File: config.mk
export PLATFORM = sky130hd
export DESIGN_NAME = max_pool_stream
export DESIGN_NICKNAME = d
export VERILOG_FILES = /design/src/rtl/max_pool_stream.sv
export SDC_FILE = /design/constraint.sdc
export NUM_CORES = 2
export LEC_CHECK = 0
export ABC_AREA = 1
export CORE_MARGIN = 2
export CORE_UTILIZATION = 40
export DETAILED_ROUTE_END_ITERATION = 10
export DONT_BUFFER_PORTS = 1
export SLEW_MARGIN = 15
export SYNTH_ARGS = -nofsm -noshare
export SYNTH_HDL_FRONTEND = slang
export SYNTH_SLANG_ARGS = --single-unit
File: constraint.sdc
create_clock -name clk -period 8.9 [get_ports clk]
set_input_delay 0.445 -clock clk [delete_from_list [all_inputs] [get_ports clk]]
set_output_delay 0.445 -clock clk [all_outputs]
set_load 0.01 [all_outputs]
File: src/rtl/max_pool_stream.sv
// rtl/max_pool_stream.sv - streaming multi-channel max-pool with argmax-routed backward pass
module max_pool_stream #(
  parameter int WIDTH    = 16,
  parameter int CHANNELS = 4,
  parameter int POOL     = 2,
  parameter int IN_W     = 8,
  parameter int IN_H     = 8
) (
  input  logic                         clk,
  input  logic                         rst_n,
  input  logic                         start,
  input  logic                         mode,
  output logic                         busy,
  output logic                         done,
  input  logic                         in_valid,
  output logic                         in_ready,
  input  logic [CHANNELS*WIDTH-1:0]    in_data,
  output logic                         out_valid,
  input  logic                         out_ready,
  output logic [CHANNELS*WIDTH-1:0]    out_data
);
  localparam int OUT_W = IN_W / POOL;
  localparam int OUT_H = IN_H / POOL;
  localparam int IW    = $clog2(POOL * POOL);
  localparam int PW    = $clog2(POOL);
  localparam int XW    = (OUT_W > 1) ? $clog2(OUT_W) : 1;
  localparam int YW    = (OUT_H > 1) ? $clog2(OUT_H) : 1;
  localparam int AW    = (OUT_W * OUT_H > 1) ? $clog2(OUT_W * OUT_H) : 1;

  typedef enum logic [1:0] {IDLE, FWD, BWD_LOAD, BWD_EMIT} state_t;
  state_t state, state_nx;

  // Raster position as (pooled row, row-in-window, pooled col, col-in-window); shared by both modes
  logic [PW-1:0] wc, wr;
  logic [XW-1:0] pc, lcnt;
  logic [YW-1:0] pr;
  logic          fwd_valid, fwd_final, done_nx;
  logic [CHANNELS*WIDTH-1:0] fwd_data, cand_data, bwd_data;

  logic signed [WIDTH-1:0] row_val [OUT_W][CHANNELS];
  logic [IW-1:0]           row_idx [OUT_W][CHANNELS];
  logic [WIDTH-1:0]        grad    [OUT_W][CHANNELS];
  logic [IW-1:0]           amem    [OUT_W*OUT_H][CHANNELS];

  logic signed [WIDTH-1:0] cand_val [CHANNELS];
  logic [IW-1:0]           cand_idx [CHANNELS];
  logic [IW-1:0]           offset;
  logic [AW-1:0]           addr;
  logic in_fire, out_fire, step, win_first, win_last, row_last, frame_last;

  assign offset     = IW'(int'(wr) * POOL + int'(wc));
  assign addr       = AW'(int'(pr) * OUT_W + int'(pc));
  assign win_first  = (wr == '0) && (wc == '0);
  assign win_last   = (wr == PW'(POOL - 1)) && (wc == PW'(POOL - 1));
  assign row_last   = win_last && (pc == XW'(OUT_W - 1));
  assign frame_last = row_last && (pr == YW'(OUT_H - 1));

  assign busy      = (state != IDLE);
  assign out_valid = fwd_valid || (state == BWD_EMIT);
  assign out_data  = (state == BWD_EMIT) ? bwd_data : fwd_data;
  assign in_fire   = in_valid && in_ready;
  assign out_fire  = out_valid && out_ready;
  assign step      = ((state == FWD) && in_fire) || ((state == BWD_EMIT) && out_fire);

  always_comb begin
    for (int c = 0; c < CHANNELS; c++) begin
      cand_val[c] = $signed(in_data[c*WIDTH +: WIDTH]);
      cand_idx[c] = offset;
      if (!win_first && !(cand_val[c] > row_val[pc][c])) begin
        cand_val[c] = row_val[pc][c];
        cand_idx[c] = row_idx[pc][c];
      end
      cand_data[c*WIDTH +: WIDTH] = cand_val[c];
      bwd_data[c*WIDTH +: WIDTH]  = (amem[addr][c] == offset) ? grad[pc][c] : '0;
    end
  end

  always_comb begin
    state_nx = state;
    done_nx  = 1'b0;
    in_ready = 1'b0;
    case (state)
      IDLE: if (start) state_nx = mode ? BWD_LOAD : FWD;
      FWD: begin
        // Stop taking pixels once the frame is in; only the last result remains to drain
        in_ready = (!fwd_valid || out_ready) && !fwd_final;
        if (fwd_final && fwd_valid && out_ready) begin
          state_nx = IDLE;
          done_nx  = 1'b1;
        end
      end
      BWD_LOAD: begin
        in_ready = 1'b1;
        if (in_fire && lcnt == XW'(OUT_W - 1)) state_nx = BWD_EMIT;
      end
      BWD_EMIT: begin
        if (out_fire && row_last) begin
          if (pr == YW'(OUT_H - 1)) begin
            state_nx = IDLE;
            done_nx  = 1'b1;
          end else begin
            state_nx = BWD_LOAD;
          end
        end
      end
      default: state_nx = IDLE;
    endcase
  end

  always_ff @(posedge clk or negedge rst_n) begin
    if (!rst_n) begin
      state <= IDLE;
      done  <= 1'b0;
    end else begin
      state <= state_nx;
      done  <= done_nx;
    end
  end

  always_ff @(posedge clk or negedge rst_n) begin
    if (!rst_n) begin
      wc <= '0; wr <= '0; pc <= '0; pr <= '0; lcnt <= '0;
      fwd_valid <= 1'b0;
      fwd_final <= 1'b0;
      fwd_data  <= '0;
      for (int i = 0; i < OUT_W; i++) begin
        for (int c = 0; c < CHANNELS; c++) begin
          row_val[i][c] <= '0;
          row_idx[i][c] <= '0;
          grad[i][c]    <= '0;
        end
      end
      for (int a = 0; a < OUT_W * OUT_H; a++) begin
        for (int c = 0; c < CHANNELS; c++) amem[a][c] <= '0;
      end
    end else begin
      if (state == IDLE && start) begin
        wc <= '0; wr <= '0; pc <= '0; pr <= '0; lcnt <= '0;
        fwd_final <= 1'b0;
      end
      if (out_ready) fwd_valid <= 1'b0;
      if (state == FWD && in_fire) begin
        for (int c = 0; c < CHANNELS; c++) begin
          row_val[pc][c] <= cand_val[c];
          row_idx[pc][c] <= cand_idx[c];
        end
        if (win_last) begin
          fwd_valid <= 1'b1;
          fwd_data  <= cand_data;
          for (int c = 0; c < CHANNELS; c++) amem[addr][c] <= cand_idx[c];
        end
        if (frame_last) fwd_final <= 1'b1;
      end
      if (state == BWD_LOAD && in_fire) begin
        for (int c = 0; c < CHANNELS; c++) grad[lcnt][c] <= in_data[c*WIDTH +: WIDTH];
        lcnt <= (lcnt == XW'(OUT_W - 1)) ? '0 : lcnt + 1'b1;
      end
      if (step) begin
        if (wc == PW'(POOL - 1)) begin
          wc <= '0;
          if (pc == XW'(OUT_W - 1)) begin
            pc <= '0;
            if (wr == PW'(POOL - 1)) begin
              wr <= '0;
              pr <= (pr == YW'(OUT_H - 1)) ? '0 : pr + 1'b1;
            end else begin
              wr <= wr + 1'b1;
            end
          end else begin
            pc <= pc + 1'b1;
          end
        end else begin
          wc <= wc + 1'b1;
        end
      end
    end
  end
endmodule

==> flow_metrics.py <==
metrics = {
    "logic_synthesis": {
        "synth_top_family_by_area": "simple AND/OR/NAND/NOR gates",
        "synthMuxAreaShare": 0,
        "async_reset_ff_frac": 1.00,
        "synth_compound_area_frac": 0.125,
        "synth_fa_ha_area_frac": 0.0271,
        "synthSimpleGateAreaFrac": 0.286,
        "synthTopCellsByArea": "dfrtp_1 (50%), nand2_1 (17%), nand3_1 (6.1%), a21oi_1 (5.1%), o21ai_0 (4.5%)",
        "synth_top_cell_by_area": "dfrtp_1",
        "synth_edf_count": 0,
        "synth_nets": 4938,
        "synthDominantCellAreaShare": 0.502,
        "synthCells": 4787,
        "synthesis.area_um2": 37400,
        "synth_warnings": 0,
        "ys_ff_latch": 749,
        "synth_common_cells": "nand2_1 (1732), dfrtp_1 (749), nand3_1 (455)",
        "synth-xor-area-share": 0,
        "avgSynthCellArea_um2": 7.80,
        "ys.flop_type": "dfrtp_1",
        "yosysMostFrequentCell": "nand2_1",
        "yosysUniqueCellTypes": 38,
        "yosysSeqAreaShare": 0.502,
    },
    "drt": {
        "drt_iter0_markers": 2867,
        "drt_first_pass_iters": 5,
        "vias": 32100,
        "drc_errors": 0,
        "ant_nets": 0,
        "wl_um": 116000,
        "wl_per_cell_um": 19.4,
        "vias_per_cell": 5.37,
    },
    "grt": {
        "antenna_found_initial": 0,
        "grt_pass1_wl_um": 182000,
        "grt_overflow": 0,
        "track_usage": 0.243,
        "grt_max_degree": 750,
        "grt_pass1_vias": 30700,
    },
    "cts": {
        "cts_max_level": 3,
        "cts_num_sinks": 749,
        "cts_root_buf": "clkbuf_16",
        "cts_resized": 0,
        "path_clk_slew_ns": 0.06,
        "clock_path_buffers": 3,
        "tritoncts": "done",
        "post-cts-setup-buffers": 0,
        "numCtsBuffers": 87,
        "clkLatencyLatePin_ns": 0.67,
    },
    "power_and_ir_drop": {
        "power_density_nw_per_um2": 311,
        "swShare": 0.401,
        "combPwrFrac": 0.355,
        "p_seq_frac": 0.365,
        "peakVddDrop_mv": 0.196,
        "cell_internal_pwr_mw": 7.67,
        "p_switching_mw": 5.13,
        "leakagePower_nw": 20.9,
        "clkPwrFrac": 0.280,
    },
    "worst_setup_path": {
        "worstPathRequired_ns": 8.46,
        "r2r_cells": 14,
        "critPathKind": "reg2out",
        "r2r_setup_slack_ns": 3.34,
        "cp-end-kind": "output pin",
        "startpoint_type": "flop",
        "worstPathMaxFanout": 75,
        "arrival_ns": 5.40,
    },
    "floorplanning": {
        "start_util": 0.402,
        "die_area_um2": 95900,
        "die_w_um": 310,
        "dieHeight_um": 310,
        "coreArea_um2": 92900,
        "top_level_ports": 138,
        "num_rows": 112,
    },
    "sta": {
        "fin_hold_ws_ns": 0.0282,
        "finalCritPeriodShare": 0.656,
        "rsz0062_at_grt": "false",
        "fmax_ghz": 0.171,
        "slew_violations": 0,
        "clock_skew_ns": 0.0231,
        "hold_violations": 0,
        "relSlewSlack": 0.127,
        "fin_setup_tns_ns": 0,
        "final.min_clock_period_ns": 5.84,
        "max_slew.worst_pin.slew_ns": 1.31,
        "setup_viol": 0,
    },
    "placement": {
        "gp_congestion": 0.806,
        "portBuffers": 0,
        "dp_hpwl_um": 64400,
    },
    "layout": {
        "multi_input_area_um2": 16400,
        "final_nets": 4816,
        "drive_gt1_frac": 0.0496,
        "area_growth_pct": 10.3,
        "final-seq-area_um2": 18800,
        "n_fill_cell": 9388,
        "n_antenna_cell": 0,
    },
    "worst_hold_path": {
        "hp-class": "in2reg",
        "hold_depth": 2,
    },
    "flow_run": {
        "cap_violations": 0,
    },
    "outcome": {
        "outcome": "completed",
    },
}
kinds of logic after synthesis:
| family | Yosys count |
|---|---|
| buf+inv | 490 |
| compound gates | 839 |
| simple gates | 2628 |
| flops | 749 |
| fa+ha+maj | 81 |
flip-flops by register name, summed over array words and instances, names as in the netlist:
name / flops
pc: 2
pr: 2
fwd_valid: 1
fwd_final: 1
amem: 128
done: 1
fwd_data: 64
state: 2
row_val: 256
wc: 1
row_idx: 32
lcnt: 2
wr: 1
grad: 256
routing by layer:
layer	share of wire	vias up	GRT usage	routed length (µm)
met5	0	-	0	0
met2	0.47	1007	0.396	54300
met1	0.45	15600	0.336	51900
met4	0.021	0	0.0631	2490
met3	0.066	166	0.0403	7700
li1	-	15400	-	-
metrics by stage:
stage | power (mW) | setup slack [ns] | cell area (µm²) | cells | utilization
final | 12.8 | 3.06 | 41200 | 5989 | 0.443
after CTS | 12.8 | 3.02 | 41100 | 5984 | 0.442
after detailed placement | 9.13 | 3.39 | 37700 | 5776 | 0.406
after floorplan | 7.96 | 5.79 | 37400 | 4787 | -
after global placement | 9.07 | 3.41 | 37700 | 5776 | 0.406
after global routing | 13.7 | 2.77 | 41200 | 5989 | 0.443
cell usage in the layout, fill, tap and decap left out, types with 2 or more instances in the layout:
| cell type | instances |
|---|---|
| a21o_1 | 4 |
| a21oi_1 | 377 |
| a221oi_1 | 16 |
| a31oi_1 | 3 |
| a32o_1 | 60 |
| a32oi_1 | 4 |
| buf_16 | 4 |
| buf_4 | 33 |
| clkbuf_1 | 24 |
| clkbuf_16 | 89 |
| clkbuf_8 | 29 |
| clkinv_2 | 15 |
| clkinv_8 | 2 |
| dfrtp_1 | 747 |
| dfrtp_4 | 2 |
| dlygate4sd3_1 | 50 |
| ha_1 | 80 |
| inv_1 | 165 |
| inv_2 | 18 |
| inv_6 | 4 |
| nand2_1 | 1731 |
| nand2_4 | 5 |
| nand3_1 | 455 |
| nand3_2 | 4 |
| nand4_1 | 12 |
| nor2_1 | 393 |
| nor2_4 | 17 |
| nor2_8 | 4 |
| nor3_1 | 4 |
| o211ai_1 | 15 |
| o21ai_0 | 337 |
| o21ai_1 | 7 |
| o22ai_1 | 11 |
critical path, cell delays in order, from the launching register on:
cell and delay [ns]:
dfrtp_4 0.71, buf_4 0.84, buf_4 0.76, o21ai_0 0.19, o211ai_1 0.25, nand3_1 0.16
nand2_1 0.10, nand2_1 0.05, nand2_1 0.09, nand2_1 0.54, o21ai_0 1.01
power groups by stage:
stage | registers [mW] | clock network (mW) | logic [mW]
after floorplan | 4.58 | 0 | 3.38
after global placement | 4.70 | 0 | 4.37
after detailed placement | 4.71 | 0 | 4.41
after CTS | 4.66 | 3.65 | 4.46
after global routing | 4.77 | 3.79 | 5.13
final | 4.67 | 3.59 | 4.55
area by class of cell:
class | instances | share of cell area
sequential | 749 | 0.455
multi-input combinational | 3548 | 0.398
clock buffer | 142 | 0.0659
tap | 1254 | 0.0381
timing repair buffer | 88 | 0.0213
inverter | 191 | 0.0179
clock inverter | 17 | 0.00355
worst paths after layout:
kind                                 startpoint                  endpoint
max                             pc[1]$_DFF_PN0_              out_data[63]
min                                 in_data[30]      grad[46]$_DFFE_PN0P_
max reg2reg                     pc[0]$_DFF_PN0_  fwd_data[11]$_DFFE_PN0P_
min reg2reg                amem[58]$_DFFE_PN0P_      amem[58]$_DFFE_PN0P_
max in group asynchronous                 rst_n  fwd_data[52]$_DFFE_PN0P_
min in group asynchronous                 rst_n     grad[117]$_DFFE_PN0P_
what timing repair did:
item,in CTS,in global routing
hold buffers,49,1
endpoints found under the setup margin,0,0
hold endpoints to repair,911,166
No activity file was read; power rests on OpenSTA's default activity.
